==> config.mk <==
export PLATFORM = sky130hd
export DESIGN_NAME = multicycle_ctrl
export DESIGN_NICKNAME = d
export VERILOG_FILES = /design/src/rtl/multicycle_ctrl.sv
export SDC_FILE = /design/constraint.sdc
export NUM_CORES = 1
export LEC_CHECK = 0
export CORE_MARGIN = 1.5
export CORE_UTILIZATION = 40
export DETAILED_ROUTE_END_ITERATION = 6
export PLACE_DENSITY = 0.89
export SKIP_CTS_REPAIR_TIMING = 1
export SLEW_MARGIN = 20
export SYNTH_ARGS = -nofsm -noshare
export SYNTH_HDL_FRONTEND = slang
export SYNTH_SLANG_ARGS = --single-unit
==> constraint.sdc <==
create_clock -name cpu_clk -period 1.75 [get_ports cpu_clk]
set_clock_uncertainty 0.1 [all_clocks]
set_input_delay 0.175 -clock cpu_clk [delete_from_list [all_inputs] [get_ports cpu_clk]]
set_output_delay 0.175 -clock cpu_clk [all_outputs]
set_load 0.02 [all_outputs]
==> src/rtl/multicycle_ctrl.sv <==
// multicycle_ctrl: state sequencer and instruction decoder for the multi-cycle miniRV core.
// Walks FETCH/DECODE/EXEC/MEM/WB with timed ROM/RAM handshakes and decodes the latched inst_q.
module multicycle_ctrl #(
  parameter int ACK_TIMEOUT = 255,
  parameter int TO_W        = 8
) (
  input  logic        cpu_clk,
  input  logic        cpu_rst,
  output logic        irom_req,
  input  logic        irom_ack,
  input  logic [31:0] irom_inst,
  output logic        dram_req,
  input  logic        dram_ack,
  output logic [31:0] inst_q,
  output logic [2:0]  sext_op,
  output logic [1:0]  npc_op,
  output logic [2:0]  alu_op,
  output logic        alub_sel,
  output logic [1:0]  rf_wsel,
  output logic [2:0]  br_op,
  output logic        pc_we,
  output logic        rf_we,
  output logic        ram_we,
  output logic        instret,
  output logic        illegal,
  output logic        bus_err,
  output logic [2:0]  state_o
);

  typedef enum logic [2:0] {
    FETCH  = 3'd0,
    DECODE = 3'd1,
    EXEC   = 3'd2,
    MEM    = 3'd3,
    WB     = 3'd4,
    TRAP   = 3'd7
  } state_t;

  localparam logic [6:0] OP_R    = 7'b0110011;
  localparam logic [6:0] OP_I    = 7'b0010011;
  localparam logic [6:0] OP_LW   = 7'b0000011;
  localparam logic [6:0] OP_JALR = 7'b1100111;
  localparam logic [6:0] OP_SW   = 7'b0100011;
  localparam logic [6:0] OP_B    = 7'b1100011;
  localparam logic [6:0] OP_LUI  = 7'b0110111;
  localparam logic [6:0] OP_JAL  = 7'b1101111;

  localparam logic            TO_EN   = (ACK_TIMEOUT != 0);
  localparam logic [TO_W-1:0] TO_LAST = TO_W'((ACK_TIMEOUT > 0) ? ACK_TIMEOUT - 1 : 0);

  state_t          state, next_state;
  logic [TO_W-1:0] to_cnt;
  logic [6:0]      opcode, funct7;
  logic [2:0]      funct3;
  logic [4:0]      rd;
  logic            is_r, f7_zero, f7_alt;
  logic [2:0]      alu_f;
  logic            alu_ok;
  logic            legal, is_mem, is_sw, writes_rd;
  logic            waiting, to_expired, set_illegal, set_bus_err;

  assign opcode  = inst_q[6:0];
  assign rd      = inst_q[11:7];
  assign funct3  = inst_q[14:12];
  assign funct7  = inst_q[31:25];
  assign is_r    = (opcode == OP_R);
  assign f7_zero = (funct7 == 7'b0000000);
  assign f7_alt  = (funct7 == 7'b0100000);
  assign state_o = state;

  // For I-type, funct7 is immediate bits except on the shift forms, so only shifts check it there.
  always_comb begin
    alu_f  = 3'b000;
    alu_ok = 1'b0;
    case (funct3)
      3'b000: begin
        alu_f  = (is_r && f7_alt) ? 3'b001 : 3'b000;
        alu_ok = !is_r || f7_zero || f7_alt;
      end
      3'b001: begin alu_f = 3'b101; alu_ok = f7_zero; end
      3'b100: begin alu_f = 3'b100; alu_ok = !is_r || f7_zero; end
      3'b101: begin alu_f = f7_alt ? 3'b111 : 3'b110; alu_ok = f7_zero || f7_alt; end
      3'b110: begin alu_f = 3'b011; alu_ok = !is_r || f7_zero; end
      3'b111: begin alu_f = 3'b010; alu_ok = !is_r || f7_zero; end
      default: alu_ok = 1'b0;
    endcase
  end

  always_comb begin
    sext_op   = 3'b111;
    npc_op    = 2'b00;
    alu_op    = 3'b000;
    alub_sel  = 1'b0;
    rf_wsel   = 2'b00;
    br_op     = 3'b111;
    legal     = 1'b0;
    is_mem    = 1'b0;
    is_sw     = 1'b0;
    writes_rd = 1'b0;
    case (opcode)
      OP_R, OP_I: if (alu_ok) begin
        legal     = 1'b1;
        sext_op   = is_r ? 3'b111 : 3'b000;
        alu_op    = alu_f;
        alub_sel  = !is_r;
        writes_rd = 1'b1;
      end
      OP_LW: if (funct3 == 3'b010) begin
        legal     = 1'b1;
        sext_op   = 3'b000;
        alub_sel  = 1'b1;
        rf_wsel   = 2'b01;
        is_mem    = 1'b1;
        writes_rd = 1'b1;
      end
      OP_SW: if (funct3 == 3'b010) begin
        legal    = 1'b1;
        sext_op  = 3'b001;
        alub_sel = 1'b1;
        is_mem   = 1'b1;
        is_sw    = 1'b1;
      end
      OP_JALR: if (funct3 == 3'b000) begin
        legal     = 1'b1;
        sext_op   = 3'b000;
        npc_op    = 2'b11;
        alub_sel  = 1'b1;
        rf_wsel   = 2'b10;
        writes_rd = 1'b1;
      end
      // Branch funct3 000/001/100/101 compress onto br_op 000..011.
      OP_B: if (funct3[1] == 1'b0) begin
        legal   = 1'b1;
        sext_op = 3'b010;
        npc_op  = 2'b10;
        alu_op  = 3'b001;
        br_op   = {1'b0, funct3[2], funct3[0]};
      end
      OP_LUI: begin
        legal     = 1'b1;
        sext_op   = 3'b011;
        rf_wsel   = 2'b11;
        writes_rd = 1'b1;
      end
      OP_JAL: begin
        legal     = 1'b1;
        sext_op   = 3'b100;
        npc_op    = 2'b01;
        rf_wsel   = 2'b10;
        writes_rd = 1'b1;
      end
      default: legal = 1'b0;
    endcase
  end

  assign waiting    = ((state == FETCH) && !irom_ack) || ((state == MEM) && !dram_ack);
  assign to_expired = TO_EN && (to_cnt == TO_LAST);

  // Next-state and strobes; an ack on the last allowed wait cycle takes priority over the timeout.
  always_comb begin
    next_state  = state;
    irom_req    = 1'b0;
    dram_req    = 1'b0;
    ram_we      = 1'b0;
    pc_we       = 1'b0;
    rf_we       = 1'b0;
    instret     = 1'b0;
    set_illegal = 1'b0;
    set_bus_err = 1'b0;
    case (state)
      FETCH: begin
        irom_req = !cpu_rst;
        if (irom_ack) begin
          next_state = DECODE;
        end else if (to_expired) begin
          next_state  = TRAP;
          set_bus_err = 1'b1;
        end
      end
      DECODE: begin
        if (legal) begin
          next_state = EXEC;
        end else begin
          next_state  = TRAP;
          set_illegal = 1'b1;
        end
      end
      EXEC: next_state = is_mem ? MEM : WB;
      MEM: begin
        dram_req = 1'b1;
        ram_we   = is_sw;
        if (dram_ack) begin
          next_state = WB;
        end else if (to_expired) begin
          next_state  = TRAP;
          set_bus_err = 1'b1;
        end
      end
      WB: begin
        pc_we      = 1'b1;
        instret    = 1'b1;
        rf_we      = writes_rd && (rd != 5'd0);
        next_state = FETCH;
      end
      TRAP:    next_state = TRAP;
      default: next_state = TRAP;
    endcase
  end

  always_ff @(posedge cpu_clk or posedge cpu_rst) begin
    if (cpu_rst) begin
      state   <= FETCH;
      inst_q  <= 32'h0;
      to_cnt  <= '0;
      illegal <= 1'b0;
      bus_err <= 1'b0;
    end else begin
      state <= next_state;
      if ((state == FETCH) && irom_ack) inst_q <= irom_inst;
      to_cnt <= waiting ? to_cnt + TO_W'(1) : '0;
      if (set_illegal) illegal <= 1'b1;
      if (set_bus_err) bus_err <= 1'b1;
    end
  end

endmodule

==> results.sh <==
export IMPL_syn_num_nets=263
export IMPL_dieWidth_um=80.6
export IMPL_min_period_ps=2400
export IMPL_fmax_ghz=0.417
export IMPL_yosysUniqueCellTypes=55
export IMPL_grtUsageTotal_pct=25.1
export IMPL_endpoint_kind="output port"
export IMPL_finish_utilization_pct=81.8
export IMPL_violations="negative setup slack"
export IMPL_syn_area_per_cell_um2=10.7
export IMPL_area_delta_synth_final_pct=98.7
export IMPL_n_fill_cell=292
export IMPL_port_buffers=92
export IMPL_worstMarginPinSlew_ps=330
export IMPL_hp_class="in -> async"
export IMPL_path_clk_slew_ps=90
export IMPL_cp_data_arrival_time_ps=2120
export IMPL_route_detailed_drc=0
export IMPL_synth_area_leader_cell="dfrtp_1"
export IMPL_gp_congestion=0.961
export IMPL_seq_area_frac_synth_pct=46.7
export IMPL_antenna_diode_count=0
export IMPL_clockBufferDepth=2
export IMPL_total_power_mw=2.55
export IMPL_die_area_um2=6500
export IMPL_slew_headroom_pct=78.0
export IMPL_drive_gt1_share_pct=51.2
export IMPL_cts_sinks=45
export IMPL_fin_nets=443
export IMPL_multi_input_area_um2=1620
export IMPL_ys_ff_latch=45
export IMPL_setup_ws_ps=-645
export IMPL_cts_buffers=5
export IMPL_tns_ps=-14980
export IMPL_yosysTopAreaCellShare_pct=46.7
export IMPL_cts_tree="built"
export IMPL_synth_async_sr_flop_share_pct=100
export IMPL_synth_warning_count=0
export IMPL_worstPathMaxFanout=5
export IMPL_maxSlewViolCount=0
export IMPL_cts_root_buf="clkbuf_8"
export IMPL_drt_initial_drc_count=178
export IMPL_grt_antenna_before_repair=0
export IMPL_io_pin_count=93
export IMPL_vias=2723
export IMPL_p_leak_nw=2.19
export IMPL_seq_area_um2=1140
export IMPL_powerDensity_nw_per_um2=533
export IMPL_ant_nets=0
export IMPL_synthTopCellsByArea="dfrtp_1 (47%), mux2_2 (14%), nor2_1 (3.1%)"
export IMPL_die_height_um=80.6
export IMPL_drt_wl_total_um=9930
export IMPL_synth_area_um2=2410
export IMPL_finalSetupViolations=53
export IMPL_critical_path_class="reg -> out"
export IMPL_drv_cap=0
export IMPL_firstDrtPassIters=4
export IMPL_coreArea_um2=5850
export IMPL_wl_per_cell_um=20.6
export IMPL_synth_ff_type="dfrtp_1"
export IMPL_worst_skew_pair_late_latency_ps=300
export IMPL_htree_levels=2
export IMPL_grt_overflow=0
export IMPL_grt_max_degree=46
export IMPL_grt_pass1_wl_um=12300
export IMPL_cp_data_required_time_ps=1470
export IMPL_hold_viol=0
export IMPL_start_kind="register"
export IMPL_outcome="finished with violations"
export IMPL_place_hpwl_um=5820
export IMPL_synthCells=225
export IMPL_initial_core_util_pct=41.2
export IMPL_vias_per_cell=5.66
export IMPL_post_route_period_util_pct=137
export IMPL_pre_cts_slack_ps=-800
export IMPL_rsz0062_at_grt="true"
export IMPL_grt_pass1_vias=2580
export IMPL_rows=28
export IMPL_ir_drop_uv=603
export IMPL_synth_edf_count=0
[sequential cells by signal, indices dropped and copies added, names as in the netlist]
signal and count:
bus_err 1, illegal 1, inst_q 32, state_o 3, to_cnt 8
[final cells by class]
class | count | area share [%]
Clock buffer | 7 | 1.80
Clock inverter | 1 | 0.627
Inverter | 5 | 0.392
Multi-Input combinational cell | 163 | 33.9
Sequential cell | 45 | 23.8
Tap cell | 75 | 1.96
Timing Repair Buffer | 185 | 37.6
[layout by cell type, fill, tap and decap left out, types with 2 or more instances in the layout]
master / count
nand4bb_4: 2
clkbuf_16: 3
buf_4: 76
and3_1: 2
inv_1: 4
nor3b_1: 3
nor3_1: 4
nand3b_1: 2
or2_4: 4
buf_12: 4
buf_6: 24
o21ai_1: 4
nand2_2: 3
o211ai_1: 4
nor2_1: 14
a21oi_2: 2
nand2b_4: 2
nor2b_1: 3
nor2_2: 3
a21oi_1: 3
mux2_4: 30
and2_1: 2
dfrtp_2: 9
ha_1: 2
a21o_1: 2
o21ai_0: 3
xor2_1: 5
or3_4: 5
nor2_4: 4
dlymetal6s2s_1: 13
clkbuf_2: 2
dfrtp_1: 36
clkdlybuf4s50_1: 61
o21bai_1: 3
nand4_1: 2
nand2_1: 8
nand3_1: 4
o21ai_2: 3
o21a_1: 2
clkbuf_8: 6
[final timing paths]
kind / slack (ps) / startpoint / depth (start not counted) / end
max in group asynchronous: 1160 / cpu_rst / 3 / inst_q[3]
min in group cpu_clk: 310 / irom_inst[6] / 3 / inst_q[6]
worst min register to register: 390 / bus_err / 1 / bus_err
worst max register to register: -280 / inst_q[3] / 9 / state_o[0]
worst max-delay path: -650 / inst_q[2] / 6 / rf_we
worst min-delay path: 160 / cpu_rst / 3 / inst_q[1]
[critical path, stage by stage, from the launching register on]
cell and delay, ps:
dfrtp_2 420, nand3b_1 250, buf_4 190, or3_4 410, o22ai_4 180, o311a_4 240, buf_6 120
[logic make-up after synthesis]
family	Yosys count	synth area share [%]
mux	30	14.0
buf+inv	17	3.53
flops	45	46.7
xor+xnor	7	2.54
compound gates	44	13.0
fa+ha+maj	2	1.04
simple gates	80	19.2
[through the flow]
step | area, um^2 | instances | hold WS, ps
2_1_floorplan | 2650 | 225 | 192
3_3_place_gp | 4090 | 447 | 367
3_5_place_dp | 4090 | 447 | 375
4_1_cts | 4210 | 455 | 170
5_1_grt | 4790 | 481 | 185
6_report | 4790 | 481 | 160
[per-layer routing]
metal,global-route usage (%),vias to the layer above,wire [um]
li1,-,1174,-
met1,30.2,1366,3770
met2,44.4,137,5100
met3,3.98,46,610
met4,10.5,0,455
met5,0,-,0
[cell usage after synthesis, types with 2 or more instances]
cell       n
mux2_2    30
dfrtp_1   45
nor2b_1    3
or2_2      5
nand4_1    2
o221ai_1   2
nor3_1     6
or3_4      2
o21ai_0    9
buf_4      4
or3_1      3
and2_1     3
o211ai_1   4
o21a_1     2
a21oi_1    6
and3_1     2
nor2_1    20
nor4_1     2
nor3b_1    3
ha_1       2
buf_2      4
nand2b_1   3
clkbuf_1   3
nand3_1    4
a21o_1     2
nand2_1   12
nand3b_1   2
xor2_1     6
o21ai_1    2
inv_1      5
o21bai_1   3
[report_power, final]
part	leakage, nW	switching, mW	total, mW	internal, mW
combinational	1.57	0.273	0.613	0.340
sequential	0.566	0.0360	1.11	1.08
clock	0.0585	0.359	0.825	0.466
Power figures use the tool's default switching activity.
